==> src/rtl/shared_reg_arbiter_pkg.sv <==
// Shared types and defaults for the shared-register write arbiter.
package shared_reg_arbiter_pkg;

  localparam int unsigned DefaultNreq = 4;
  localparam int unsigned DefaultW    = 7;

  typedef enum logic [1:0] {
    StIdle = 2'd0,
    StLoad = 2'd1,
    StAck  = 2'd2
  } arb_state_e;

endpackage

==> src/rtl/shared_reg_arbiter_register.sv <==
// The shared enabled storage register: loads din_i on clk when en_i is high.
module shared_reg_arbiter_register
  import shared_reg_arbiter_pkg::*;
#(
  parameter int unsigned W = DefaultW
) (
  input  logic         clk,
  input  logic         rst,
  input  logic         en_i,
  input  logic [W-1:0] din_i,
  output logic [W-1:0] qout_o
);

  logic [W-1:0] qout_q;

  always_ff @(posedge clk or negedge rst) begin
    if (!rst) begin
      qout_q <= '0;
    end else if (en_i) begin
      qout_q <= din_i;
    end
  end

  assign qout_o = qout_q;

endmodule

==> src/rtl/shared_reg_arbiter.sv <==
// Round-robin write arbiter: grants one requester, writes the shared register for one
// cycle, then pulses ack to that requester.
module shared_reg_arbiter
  import shared_reg_arbiter_pkg::*;
#(
  parameter int unsigned NREQ = DefaultNreq,
  parameter int unsigned W    = DefaultW
) (
  input  logic              clk,
  input  logic              rst,
  input  logic [NREQ-1:0]   req_i,
  input  logic [NREQ*W-1:0] wdata_i,
  output logic [NREQ-1:0]   gnt_o,
  output logic [NREQ-1:0]   ack_o,
  output logic              busy_o,
  output logic [W-1:0]      qout_o
);

  localparam int unsigned IdxW = $clog2(NREQ);

  arb_state_e      state_q;
  logic [IdxW-1:0] winner_q;
  logic [IdxW-1:0] last_q;
  logic [NREQ-1:0] gnt_q;
  logic [NREQ-1:0] ack_q;
  logic            busy_q;

  // First requester after last, wrapping modulo NREQ; last itself is checked last.
  function automatic logic [IdxW-1:0] rr_pick(input logic [NREQ-1:0] r,
                                              input logic [IdxW-1:0] last);
    logic [IdxW-1:0] pick;
    logic            found;
    int unsigned     idx;
    pick  = last;
    found = 1'b0;
    for (int unsigned off = 1; off <= NREQ; off++) begin
      idx = (32'(last) + off) % NREQ;
      if (!found && r[idx]) begin
        pick  = IdxW'(idx);
        found = 1'b1;
      end
    end
    return pick;
  endfunction

  function automatic logic [NREQ-1:0] onehot(input logic [IdxW-1:0] idx);
    logic [NREQ-1:0] o;
    o      = '0;
    o[idx] = 1'b1;
    return o;
  endfunction

  logic [IdxW-1:0] pick;
  assign pick = rr_pick(req_i, last_q);

  always_ff @(posedge clk or negedge rst) begin
    if (!rst) begin
      state_q  <= StIdle;
      winner_q <= '0;
      last_q   <= IdxW'(NREQ - 1);
      gnt_q    <= '0;
      ack_q    <= '0;
      busy_q   <= 1'b0;
    end else begin
      unique case (state_q)
        StIdle: begin
          if (|req_i) begin
            winner_q <= pick;
            last_q   <= pick;
            gnt_q    <= onehot(pick);
            busy_q   <= 1'b1;
            state_q  <= StLoad;
          end
        end
        StLoad: begin
          // Committed: completes even if the winner has dropped its request.
          gnt_q   <= '0;
          ack_q   <= onehot(winner_q);
          state_q <= StAck;
        end
        StAck: begin
          ack_q   <= '0;
          busy_q  <= 1'b0;
          state_q <= StIdle;
        end
        default: begin
          gnt_q   <= '0;
          ack_q   <= '0;
          busy_q  <= 1'b0;
          state_q <= StIdle;
        end
      endcase
    end
  end

  logic         reg_en;
  logic [W-1:0] reg_din;

  assign reg_en  = (state_q == StLoad);
  assign reg_din = wdata_i[32'(winner_q)*W +: W];

  shared_reg_arbiter_register #(
    .W(W)
  ) u_register (
    .clk   (clk),
    .rst   (rst),
    .en_i  (reg_en),
    .din_i (reg_din),
    .qout_o(qout_o)
  );

  assign gnt_o  = gnt_q;
  assign ack_o  = ack_q;
  assign busy_o = busy_q;

endmodule
==> config.mk <==
export PLATFORM = sky130hd
export DESIGN_NAME = shared_reg_arbiter
export DESIGN_NICKNAME = d
export VERILOG_FILES = /design/src/rtl/shared_reg_arbiter_pkg.sv /design/src/rtl/shared_reg_arbiter_register.sv /design/src/rtl/shared_reg_arbiter.sv
export SDC_FILE = /design/constraint.sdc
export NUM_CORES = 1
export LEC_CHECK = 0
export ABC_AREA = 0
export CAP_MARGIN = 20
export CORE_MARGIN = 2
export CORE_UTILIZATION = 35
export DETAILED_ROUTE_END_ITERATION = 10
export GPL_TIMING_DRIVEN = 0
export PLACE_DENSITY = 0.73
export SETUP_SLACK_MARGIN = 0.5
export SYNTH_ARGS = -nofsm -noshare
export SYNTH_HDL_FRONTEND = slang
export SYNTH_SLANG_ARGS = --single-unit
==> constraint.sdc <==
create_clock -name clk -period 3.15 [get_ports clk]
set_input_delay 0.315 -clock clk [delete_from_list [all_inputs] [get_ports clk]]
set_output_delay 0.315 -clock clk [all_outputs]
set_load 0.02 [all_outputs]
Word-level counts from Yosys, hierarchy flattened
Cells that the tools add are included.

Register bits after elaboration: 22. Input bits: 34. Output and inout port bits: 16. Logic and storage cells: 65.

$add $sub $neg: 4. $mul: 1. Magnitude comparators: 8. Eq/ne operators: 3. Shift operators: 1. Mux-type cells: 26. Bitwise logic cells: 2. Reductions and logical operators: 13.

Operators by type and width (count): 28-bit by 6-bit indexed part select with 7-bit output (1); 2-bit by 3-bit less-than comparator with 1-bit output, second input constant (6); 4-bit one-hot mux with 2 select lines (2); 1-bit 2-to-1 mux (10); 2-bit 2-to-1 mux (5); 1-bit binary-select mux with 2-bit select (4); 2-bit AND reduction (3); 1-bit logical AND (5); 2-bit by 3-bit multiplier with 5-bit output, second input constant (1); 2-bit by 1-bit adder with 2-bit output, second input constant (2); 2-bit adder, second input constant (2); 1-bit demux with 2-bit select (2); 2-bit by 1-bit >= comparator with 1-bit output, second input constant (2); 4-bit 2-to-1 mux (1); 2-bit one-hot mux with 2 select lines (1); 4-bit OR reduction (1); 1-bit zero test (3); 2-bit by 1-bit equality test with 1-bit output, second input constant (1); 2-bit equality test, second input constant (1); 2-bit zero test (1); 2-bit != test, second input constant (1); 1-bit NOT (2); 1-bit one-hot mux with 2 select lines (1).

Longest topological paths before layout
Gate-level depths: netlist of run 1.

Word-level depth: 19. Gate-level depth with buffers: 5. Gate-level depth less buffers: 4.

By module
Synthesis of run 1 repeated with hierarchy kept, for this count alone.

Cell total of the unflattened synthesis: 87. Area total of the unflattened synthesis: 1174.9 sq um.

By module, submodules not included: shared_reg_arbiter (instances 1, cells each 72, area each 883.3 sq um, sequential area each 377.9 sq um); shared_reg_arbiter_register (instances 1, cells each 15, area each 291.5 sq um, sequential area each 175.2 sq um).

Worst setup path after synthesis of run 1
OpenSTA, ideal clock, no wires.

Kind: reg2reg. Start: register winner_q[0]. End: register u_register.qout_q[1] (netlist: u_register.qout_o[1]). Library setup time: 125 ps. Data arrival time: 1271 ps. Required time: 3025 ps. Slack: 1754 ps. Stages on the path, launching flop included: 4. Path buffers: 1. Period minus slack after synthesis: 1396 ps. Cells stage by stage: dfrtp_1 -> buf_6 -> mux4_2 -> mux2_4.

Longest elaborated chain between the ends: 2.

Ends and longest elaborated chain: from (decl) (line shared_reg_arbiter.sv:22) `logic [IdxW-1:0] winner_q;`; from (signal assigned) (line shared_reg_arbiter.sv:68) `winner_q <= pick;`; 2-bit by 3-bit multiplier with 5-bit output (line shared_reg_arbiter.sv:100) `assign reg_din = wdata_i[32'(winner_q)*W +: W];`; 28-bit by 6-bit indexed part select with 7-bit output (line shared_reg_arbiter.sv:100); to (signal assigned) (line shared_reg_arbiter_register.sv:20) `qout_q <= din_i;`; to (decl) (line shared_reg_arbiter_register.sv:14) `logic [W-1:0] qout_q;`.

No other way between the ends. A chain may end at the register's enable or synchronous reset.

Final worst setup path of run 1
Start: register ack_q[1] (netlist: ack_o[1]). End: output port ack_o[1].

RTL lines: from (decl) (line shared_reg_arbiter.sv:25) `logic [NREQ-1:0] ack_q;`; from (signal assigned) (line shared_reg_arbiter.sv:78) `ack_q <= onehot(winner_q);`; to (decl) (line shared_reg_arbiter.sv:14) `output logic [NREQ-1:0] ack_o,`.

No word-level cell between the ends.

==> results of run 1 <==
cell usage in the layout (no fill, tap or decap), types with 2 or more instances in the layout:
master / netlist / final
a21o_1: 2 / 2
a21oi_1: 6 / 6
a32o_1: 2 / 2
buf_2: 3 / 3
clkbuf_1: 2 / 2
clkbuf_4: 0 / 3
clkdlybuf4s50_1: 0 / 49
dfrtp_1: 20 / 20
dfstp_2: 2 / 2
inv_1: 4 / 4
mux2_2: 2 / 2
mux2_4: 5 / 5
mux4_1: 2 / 2
mux4_2: 5 / 5
nand2b_1: 6 / 6
nand3_1: 2 / 2
nor2_1: 7 / 7
o21ai_0: 4 / 4
metal layers:
metal  wire length [µm]  track usage
met1               1050        0.166
met2               1330        0.287
met3                314       0.0469
met4                 23       0.0373
met5                  0            0
worst min path at each step:
stage | from | endpoint | slack (ns) | cells past startpoint
global placement | busy_o$_DFFE_PN0P_ | busy_o$_DFFE_PN0P_ | 0.47 | 1
global route | busy_o$_DFFE_PN0P_ | busy_o$_DFFE_PN0P_ | 0.53 | 1
detailed placement | busy_o$_DFFE_PN0P_ | busy_o$_DFFE_PN0P_ | 0.48 | 1
finish | busy_o$_DFFE_PN0P_ | busy_o$_DFFE_PN0P_ | 0.50 | 1
floorplan | rst | ack_o[0]$_DFFE_PN0N_ | 0.02 | 0
CTS | busy_o$_DFFE_PN0P_ | busy_o$_DFFE_PN0P_ | 0.51 | 1
state kept, by name, summed over array words and instances (netlist names):
signal,flops
u_register.qout_o,7
busy_o,1
ack_o,4
gnt_o,4
last_q,2
winner_q,2
state_q,2
worst register-to-register path: cells and delay by family (launching register included):
| kind | cells | cell delay [ns] |
|---|---|---|
| flip-flops | 1 | 0.37 |
| multiplexers | 2 | 0.67 |
| buffers and inverters | 1 | 0.44 |
synthesized netlist by cell type, types with 2 or more instances:
cell type | count | area, µm²
dfstp_2 | 2 | 52.6
a21oi_1 | 6 | 30.0
mux2_2 | 2 | 22.5
dfrtp_1 | 20 | 500
mux4_1 | 2 | 52.6
a32o_1 | 2 | 20.0
o21ai_0 | 4 | 20.0
buf_2 | 3 | 15.0
nor2_1 | 7 | 26.3
nand3_1 | 2 | 10.0
mux2_4 | 5 | 75.1
a21o_1 | 2 | 15.0
mux4_2 | 5 | 113
clkbuf_1 | 2 | 7.51
inv_1 | 4 | 15.0
nand2b_1 | 6 | 37.5
kinds of logic (layout without fill, tap and decap cells):
logic type      after synthesis  after routing
compound gates               20             20
buf+inv                      10             63
flops                        22             22
mux                          15             15
simple gates                 20             20
stage by stage:
stage               area (µm²)  setup WS, ns  total power (µW)  instances  hold slack, ns
CTS                       1710          1.52              1600        184           0.508
detailed placement        1670          1.27              1440        180           0.481
global placement          1670          1.34              1410        180           0.473
finish                    1710          1.53              1580        184           0.502
global route              1710          1.48              1680        184           0.527
floorplan                 1130          1.75              1100         87          0.0194
power breakdown:
part           internal (µW)  switching, µW
logic                    491            431
registers                427           83.8
clock network           70.4           80.1
area by class of cell:
class / instances / area share
Tap cell: 44 / 0.0322
Inverter: 4 / 0.00879
Multi-Input combinational cell: 55 / 0.307
Sequential cell: 22 / 0.324
Timing Repair Buffer: 49 / 0.287
Clock buffer: 4 / 0.0212
Buffer: 6 / 0.0198
==> impl_metrics.tcl, run 1 <==
set metrics [dict create \
    place.gp.congestion 0.859 \
    crit_start "ack_o[1]$_DFFE_PN0N_" \
    ctsHtreeMaxLevel 1 \
    synth_top_family_by_area "multiplexers" \
    worstSetupEndpoint "ack_o[1]" \
    synth-simple-area-share 0.0933 \
    reg2reg_to "u_register.qout_o[5]$_DFFE_PN0P_" \
    grt_overflow 0 \
    num_vias 937 \
    slowest_stage "clkdlybuf4s50_1" \
    rrSetupSlack_ns 1.57 \
    cp.depth 1 \
    status "completed" \
    fin_crit_ns 1.62 \
    postRouteWirelength_mm 2.72 \
    grt_max_degree 23 \
    synth_fa_ha_area_frac 0 \
    clock_latency_ns 0.30 \
    ir_drop_uv 499 \
    design.core.area_mm2 0.00305 \
    rsz0062_at_grt "no" \
    tns_ns 0 \
    worst_pin_slew_ns 0.926 \
    layout-drive-gt1-share 0.179 \
    synth_seq_cells 22 \
    cts.clk_slew.worst_paths_ns 0.12 \
    antenna_found_initial 0 \
    postRouteAntennaNets 0 \
    syn_area_mm2 0.00113 \
    area.growth.synth_to_final_pct 51.7 \
    crit_buf_inv 1 \
    fin_skew_ns 0.00548 \
    final_core_util 0.559 \
    io_buffer_count 49 \
    yosysUniqueCellTypes 29 \
    synth_compound_area_frac 0.130 \
    cts_buffers 3 \
    power.density_mw_per_mm2 927 \
    max_stage_delay_ns 0.62 \
    grt_pass1_wl_mm 4.10 \
    setup_viol 0 \
    yosys_warnings 0 \
    relSlewSlack 0.381 \
    grt_pass1_vias 967 \
    start_kind "register" \
    worstPathMaxFanout 2 \
    synth_cells 87 \
    cts.sinks 22 \
    core.rowCount 20 \
    synthesis.nets 121 \
    dr.first_iter.drc_count 11 \
    hold_viol_final 0 \
    drc 0 \
    slew_viol_final 0 \
    path_delay_family "buffers and inverters" \
    rr_startpoint "winner_q[1]$_DFFE_PN0P_" \
    hpwl_mm 2.13 \
    hold_buffers 0 \
    required_ns 2.83 \
    multi_input_area_um2 524 \
    syn_area_per_cell_um2 12.9 \
    nets 175 \
    dr.pass1.iters 4 \
    yosysSeqAreaShare 0.491 \
    crit_arrival_ns 1.30 \
    die_w_um 60.7 \
    routed_via_density 5.09 \
    path_cells "clkdlybuf4s50_1" \
    regArea_um2 553 \
    tritoncts "built" \
    crit_path_end_kind "primary output" \
    p_leak_uw 0.000703 \
    die_h_um 60.7 \
    synthFlopType "dfrtp_1" \
    grt_usage 0.153 \
    routedWlPerCell_um 14.8 \
    yosys-mux-area-fraction 0.242 \
    cap_violations 0 \
    fmax_ghz 0.618 \
    post_cts_buffers 0 \
    root_buffer "clkbuf_4" \
    boundaryPins 50 \
    dieArea_mm2 0.00369 \
    n_fill_cell 291 \
    synth-edff-count 0 \
    post-route-period-util 0.514 \
    reg2reg_depth 3 \
    start_util 0.369 \
    async_reset_ff_frac 1.00 \
    worstSetupPathType "register to primary output" \
    hold_path_class "register to register" \
    antennaDiodeCount 0 \
    synth_xor_area_frac 0 \
    post_cts_resized 0 \
    clock_path_buffers 2 \
]
No activity file was read; power rests on OpenSTA's default activity.
==> inputs of run 2 (changes only) <==
==> constraint.sdc (replaced) <==
create_clock -name clk -period 1.55 [get_ports clk]
set_input_delay 0.155 -clock clk [delete_from_list [all_inputs] [get_ports clk]]
set_output_delay 0.155 -clock clk [all_outputs]
set_load 0.02 [all_outputs]
==> impl_metrics.tcl, run 2 (synthesis gave the netlist of run 1 again) <==
set metrics [dict create \
    largest_reg_flops 7 \
    place.gp.congestion 0.842 \
    slew_viol_final 0 \
    grt_pass1_vias 974 \
    start_kind "register" \
    hpwl_mm 2.07 \
    tns_ns 0 \
    pwr-share-comb 0.627 \
    layout-drive-gt1-share 0.421 \
    design.core.area_mm2 0.00305 \
    hold_path_class "input port to asynchronous set/reset pin" \
    tritoncts "built" \
    routed_via_density 4.96 \
    ctsHtreeMaxLevel 1 \
    fmax_ghz 0.691 \
    final_common_cell "clkdlybuf4s50_1" \
    grt_usage 0.165 \
    cts_buffers 3 \
    core.rowCount 20 \
    slowest_stage "dfstp_2" \
    routedWlPerCell_um 14.7 \
    power.internal_uw 2360 \
    n_fill_cell 271 \
    holdWs_ns -0.0277 \
    max_stage_delay_ns 0.58 \
    dr.pass1.iters 4 \
    hold_viol_final 20 \
    antennaDiodeCount 0 \
    crit_path_end_kind "register" \
    crit_arrival_ns 1.65 \
    grt_max_degree 23 \
    boundaryPins 50 \
    fin_crit_ns 1.45 \
    postRouteAntennaNets 0 \
    nets 187 \
    cts.sinks 22 \
    setup_viol 0 \
    dieArea_mm2 0.00369 \
    grt_pass1_wl_mm 4.49 \
    violations "negative hold slack" \
    path_cells "nand2b_4 -> o21ai_2 -> a221o_1 -> a32o_1" \
    pwr-share-seq 0.289 \
    die_w_um 60.7 \
    fin_skew_ns 0.00214 \
    ir_drop_uv 946 \
    setup_ws_ns 0.103 \
    p_leak_uw 0.000845 \
    power.density_mw_per_mm2 1950 \
    required_ns 1.76 \
    hold_buffers 0 \
    relSlewSlack 0.371 \
    start_util 0.369 \
    num_vias 973 \
    cts.clk_slew.worst_paths_ns 0.12 \
    die_h_um 60.7 \
    dr.first_iter.drc_count 30 \
    dp_slack_ns -0.265 \
    worst_pin_slew_ns 0.942 \
    power_switching_uw 1340 \
    cap_violations 0 \
    power_frac_clock 0.085 \
    switching_share 0.363 \
    power_uw 3700 \
    post-route-period-util 0.934 \
    mostFrequentLayoutCells "29 x clkdlybuf4s50_1, 21 x buf_6, 20 x dfrtp_1" \
    reg2reg_depth 4 \
    status "complete, but fails checks" \
    post_dp_cell_area_mm2 0.00170 \
    clock_path_buffers 2 \
    drc 0 \
    design_area_mm2 0.00190 \
    antenna_found_initial 0 \
    clock_latency_ns 0.30 \
    postRouteWirelength_mm 2.88 \
    rsz0062_at_grt "yes" \
    io_buffer_count 49 \
    worstSetupPathType "register to register" \
    area.growth.synth_to_final_pct 68.4 \
    grt_overflow 0 \
    root_buffer "clkbuf_4" \
    worstPathMaxFanout 4 \
]
[run 2: changes by cell type in the layout (fill, tap and decap cells not counted), sizes merged]
cell,delta
clkdlybuf4s50,-20
buf,+30
dlymetal6s2s,+1
dlygate4sd2,+3
clkbuf,-2
[run 2: worst paths after layout]
kind	from	end	slack [ns]
worst min-delay path	rst	u_register.qout_o[4]$_DFFE_PN0P_	-0.03
min in group clk	busy_o$_DFFE_PN0P_	busy_o$_DFFE_PN0P_	0.52
worst max register to register	last_q[0]$_DFFE_PN1P_	gnt_o[1]$_DFFE_PN0P_	0.10
worst max-delay path	last_q[0]$_DFFE_PN1P_	gnt_o[1]$_DFFE_PN0P_	0.10
worst min register to register	busy_o$_DFFE_PN0P_	busy_o$_DFFE_PN0P_	0.52
max in group asynchronous	rst	gnt_o[0]$_DFFE_PN0P_	1.01
[run 2: what timing repair did]
item | in CTS | in global routing
gates resized for setup | 80 | 41
pin swaps | 4 | 2
setup endpoints to repair | 34 | 56
setup buffers | 4 | 7
cloned | 1 | 0
[run 2: cell type report]
class / instances / area [µm²] / area share
Buffer: 6 / 57.6 / 0.0303
Clock buffer: 4 / 36.3 / 0.0191
Inverter: 4 / 15.0 / 0.00792
Multi-Input combinational cell: 55 / 582 / 0.307
Sequential cell: 22 / 553 / 0.292
Tap cell: 44 / 55.1 / 0.0290
Timing Repair Buffer: 61 / 598 / 0.315
[run 2: power by group through the flow]
stage / registers [µW] / clock network, µW / logic, µW
2_1_floorplan: 1260 / 0 / 1050
3_3_place_gp: 1040 / 0 / 1920
3_5_place_dp: 1050 / 0 / 1950
4_1_cts: 1020 / 321 / 1970
5_1_grt: 1100 / 360 / 2500
6_report: 1070 / 314 / 2320
[run 2: metrics by stage]
stage | util | instances
2_1_floorplan | - | 87
3_3_place_gp | 0.557 | 180
3_5_place_dp | 0.557 | 180
4_1_cts | 0.565 | 189
5_1_grt | 0.621 | 196
6_report | 0.621 | 196
[run 2: metal layers]
layer  wire length [µm]  track usage  part of all wire
met5                  0            0                 0
met4                  0       0.0373                 0
met3                299       0.0512              0.10
met2               1440        0.290              0.50
met1               1140        0.197              0.39
[run 2: critical path: cells and delay by family (launching register included)]
family             cells  cell delay, ns
AOI/OAI and AO/OA      3            0.63
and+or+nand+nor        1            0.13
DFF                    1            0.58
==> inputs of run 3 (changes only) <==
--- a/config.mk
+++ b/config.mk
@@ -13,6 +13,7 @@
 export GPL_TIMING_DRIVEN = 0
 export PLACE_DENSITY = 0.73
 export SETUP_SLACK_MARGIN = 0.5
+export SKIP_CTS_REPAIR_TIMING = 1
 export SYNTH_ARGS = -nofsm -noshare
 export SYNTH_HDL_FRONTEND = slang
 export SYNTH_SLANG_ARGS = --single-unit
==> impl_metrics.tcl, run 3 (synthesis gave the netlist of run 1 again) <==
set metrics [dict create \
    status "complete, but fails checks" \
    violations "negative hold slack" \
    tritoncts "built" \
    clock_latency_ns 0.30 \
    fmax_ghz 0.676 \
    dr.first_iter.drc_count 16 \
    cap_violations 0 \
    finalNonFillerCells 195 \
    path_cells "nand2b_4 -> o21ai_2 -> a221o_1 -> a32o_1" \
    path_delay_family "compound AO/OA/AOI/OAI gates" \
    tns_ns 0 \
    post-route-period-util 0.954 \
    crit_buf_inv 0 \
    grt_pass1_vias 963 \
    cts.clk_slew.worst_paths_ns 0.12 \
    cts_buffers 3 \
    routedWlPerCell_um 14.5 \
    worst_pin_slew_ns 0.954 \
    fin_crit_ns 1.48 \
    slew_viol_final 0 \
    root_buffer "clkbuf_4" \
    regArea_um2 553 \
    ir_drop_uv 988 \
    die_w_um 60.7 \
    antenna_found_initial 0 \
    boundaryPins 50 \
    relSlewSlack 0.363 \
    setup_viol 0 \
    fin_skew_ns 0.00211 \
    worstSetupPathType "register to register" \
    final_common_cell "clkdlybuf4s50_1" \
    largest_reg_flops 7 \
    nets 186 \
    routed_via_density 4.94 \
    grt_pass1_wl_mm 4.29 \
    place_inst 180 \
    holdWs_ns -0.0240 \
    hpwl_mm 2.07 \
    crit_arrival_ns 1.69 \
    num_vias 963 \
    ctsHtreeMaxLevel 1 \
    p_leak_uw 0.000853 \
    die_h_um 60.7 \
    rsz0062_at_grt "yes" \
    area.growth.synth_to_final_pct 68.4 \
    drc 0 \
    required_ns 1.76 \
    postRouteAntennaNets 0 \
    hold_path_class "input port to asynchronous set/reset pin" \
    antennaDiodeCount 0 \
    max_stage_delay_ns 0.60 \
    cts.sinks 22 \
    start_kind "register" \
    place.gp.congestion 0.842 \
    layout-drive-gt1-share 0.411 \
    io_buffer_count 49 \
    start_util 0.369 \
    grt_max_degree 23 \
    power.density_mw_per_mm2 1940 \
    n_fill_cell 268 \
    slowest_stage "dfstp_2" \
    clock_path_buffers 2 \
    mostFrequentLayoutCells "30 x clkdlybuf4s50_1, 20 x buf_6, 20 x dfrtp_1" \
    multi_input_area_um2 582 \
    dieArea_mm2 0.00369 \
    dr.pass1.iters 4 \
    worstPathMaxFanout 5 \
    crit_path_end_kind "register" \
    grt_overflow 0 \
    core.rowCount 20 \
    grt_usage 0.156 \
    postRouteWirelength_mm 2.82 \
    design.core.area_mm2 0.00305 \
    hold_viol_final 20 \
]
run 3: area by class of cell:
class                           count  share of cell area
Buffer                              6              0.0317
Clock buffer                        4              0.0191
Inverter                            4             0.00792
Multi-Input combinational cell     55               0.307
Sequential cell                    22               0.292
Tap cell                           44              0.0290
Timing Repair Buffer               60               0.314
run 3: where the power goes:
part           switching [µW]  internal [µW]  total (µW)
Sequential                204            869        1070
Clock                     171            143         314
Combinational             955           1330        2290
run 3: path summary, 6_finish.rpt:
check	startpoint	end	slack [ns]	cells past startpoint
max	last_q[0]$_DFFE_PN1P_	gnt_o[1]$_DFFE_PN0P_	0.07	4
min	rst	u_register.qout_o[1]$_DFFE_PN0P_	-0.02	1
max reg2reg	last_q[0]$_DFFE_PN1P_	gnt_o[1]$_DFFE_PN0P_	0.07	4
min reg2reg	busy_o$_DFFE_PN0P_	busy_o$_DFFE_PN0P_	0.52	1
max in group asynchronous	rst	gnt_o[0]$_DFFE_PN0P_	1.00	1
min in group clk	req_i[2]	gnt_o[3]$_DFFE_PN0P_	0.47	5
run 3: worst reg2reg max path: cells and delay by family (launching register included):
| kind | cells | cell delay, ns |
|---|---|---|
| AO/OA/AOI/OAI | 3 | 0.64 |
| flip-flops | 1 | 0.60 |
| AND/OR/NAND/NOR | 1 | 0.14 |
run 3: metal layers:
| metal | track usage | up-vias | share of wire |
|---|---|---|---|
| li1 | - | 449 | - |
| met1 | 0.186 | 470 | 0.40 |
| met2 | 0.280 | 42 | 0.50 |
| met3 | 0.0426 | 2 | 0.094 |
| met4 | 0.0373 | 0 | 0.0060 |
| met5 | 0 | - | 0 |
run 3: per-stage QoR:
stage                     total power (µW)  setup slack, ns  cell area, µm²   util  hold WS, ns
after floorplan                       2310            0.154            1160      -       -0.141
after global placement                2960           -0.220            1700  0.557        0.471
after detailed placement              3000           -0.265            1700  0.557        0.472
after CTS                             3320           0.0353            1740  0.569        0.399
after global routing                  3910          0.00259            1900  0.621       0.0257
final                                 3680           0.0708            1900  0.621      -0.0240
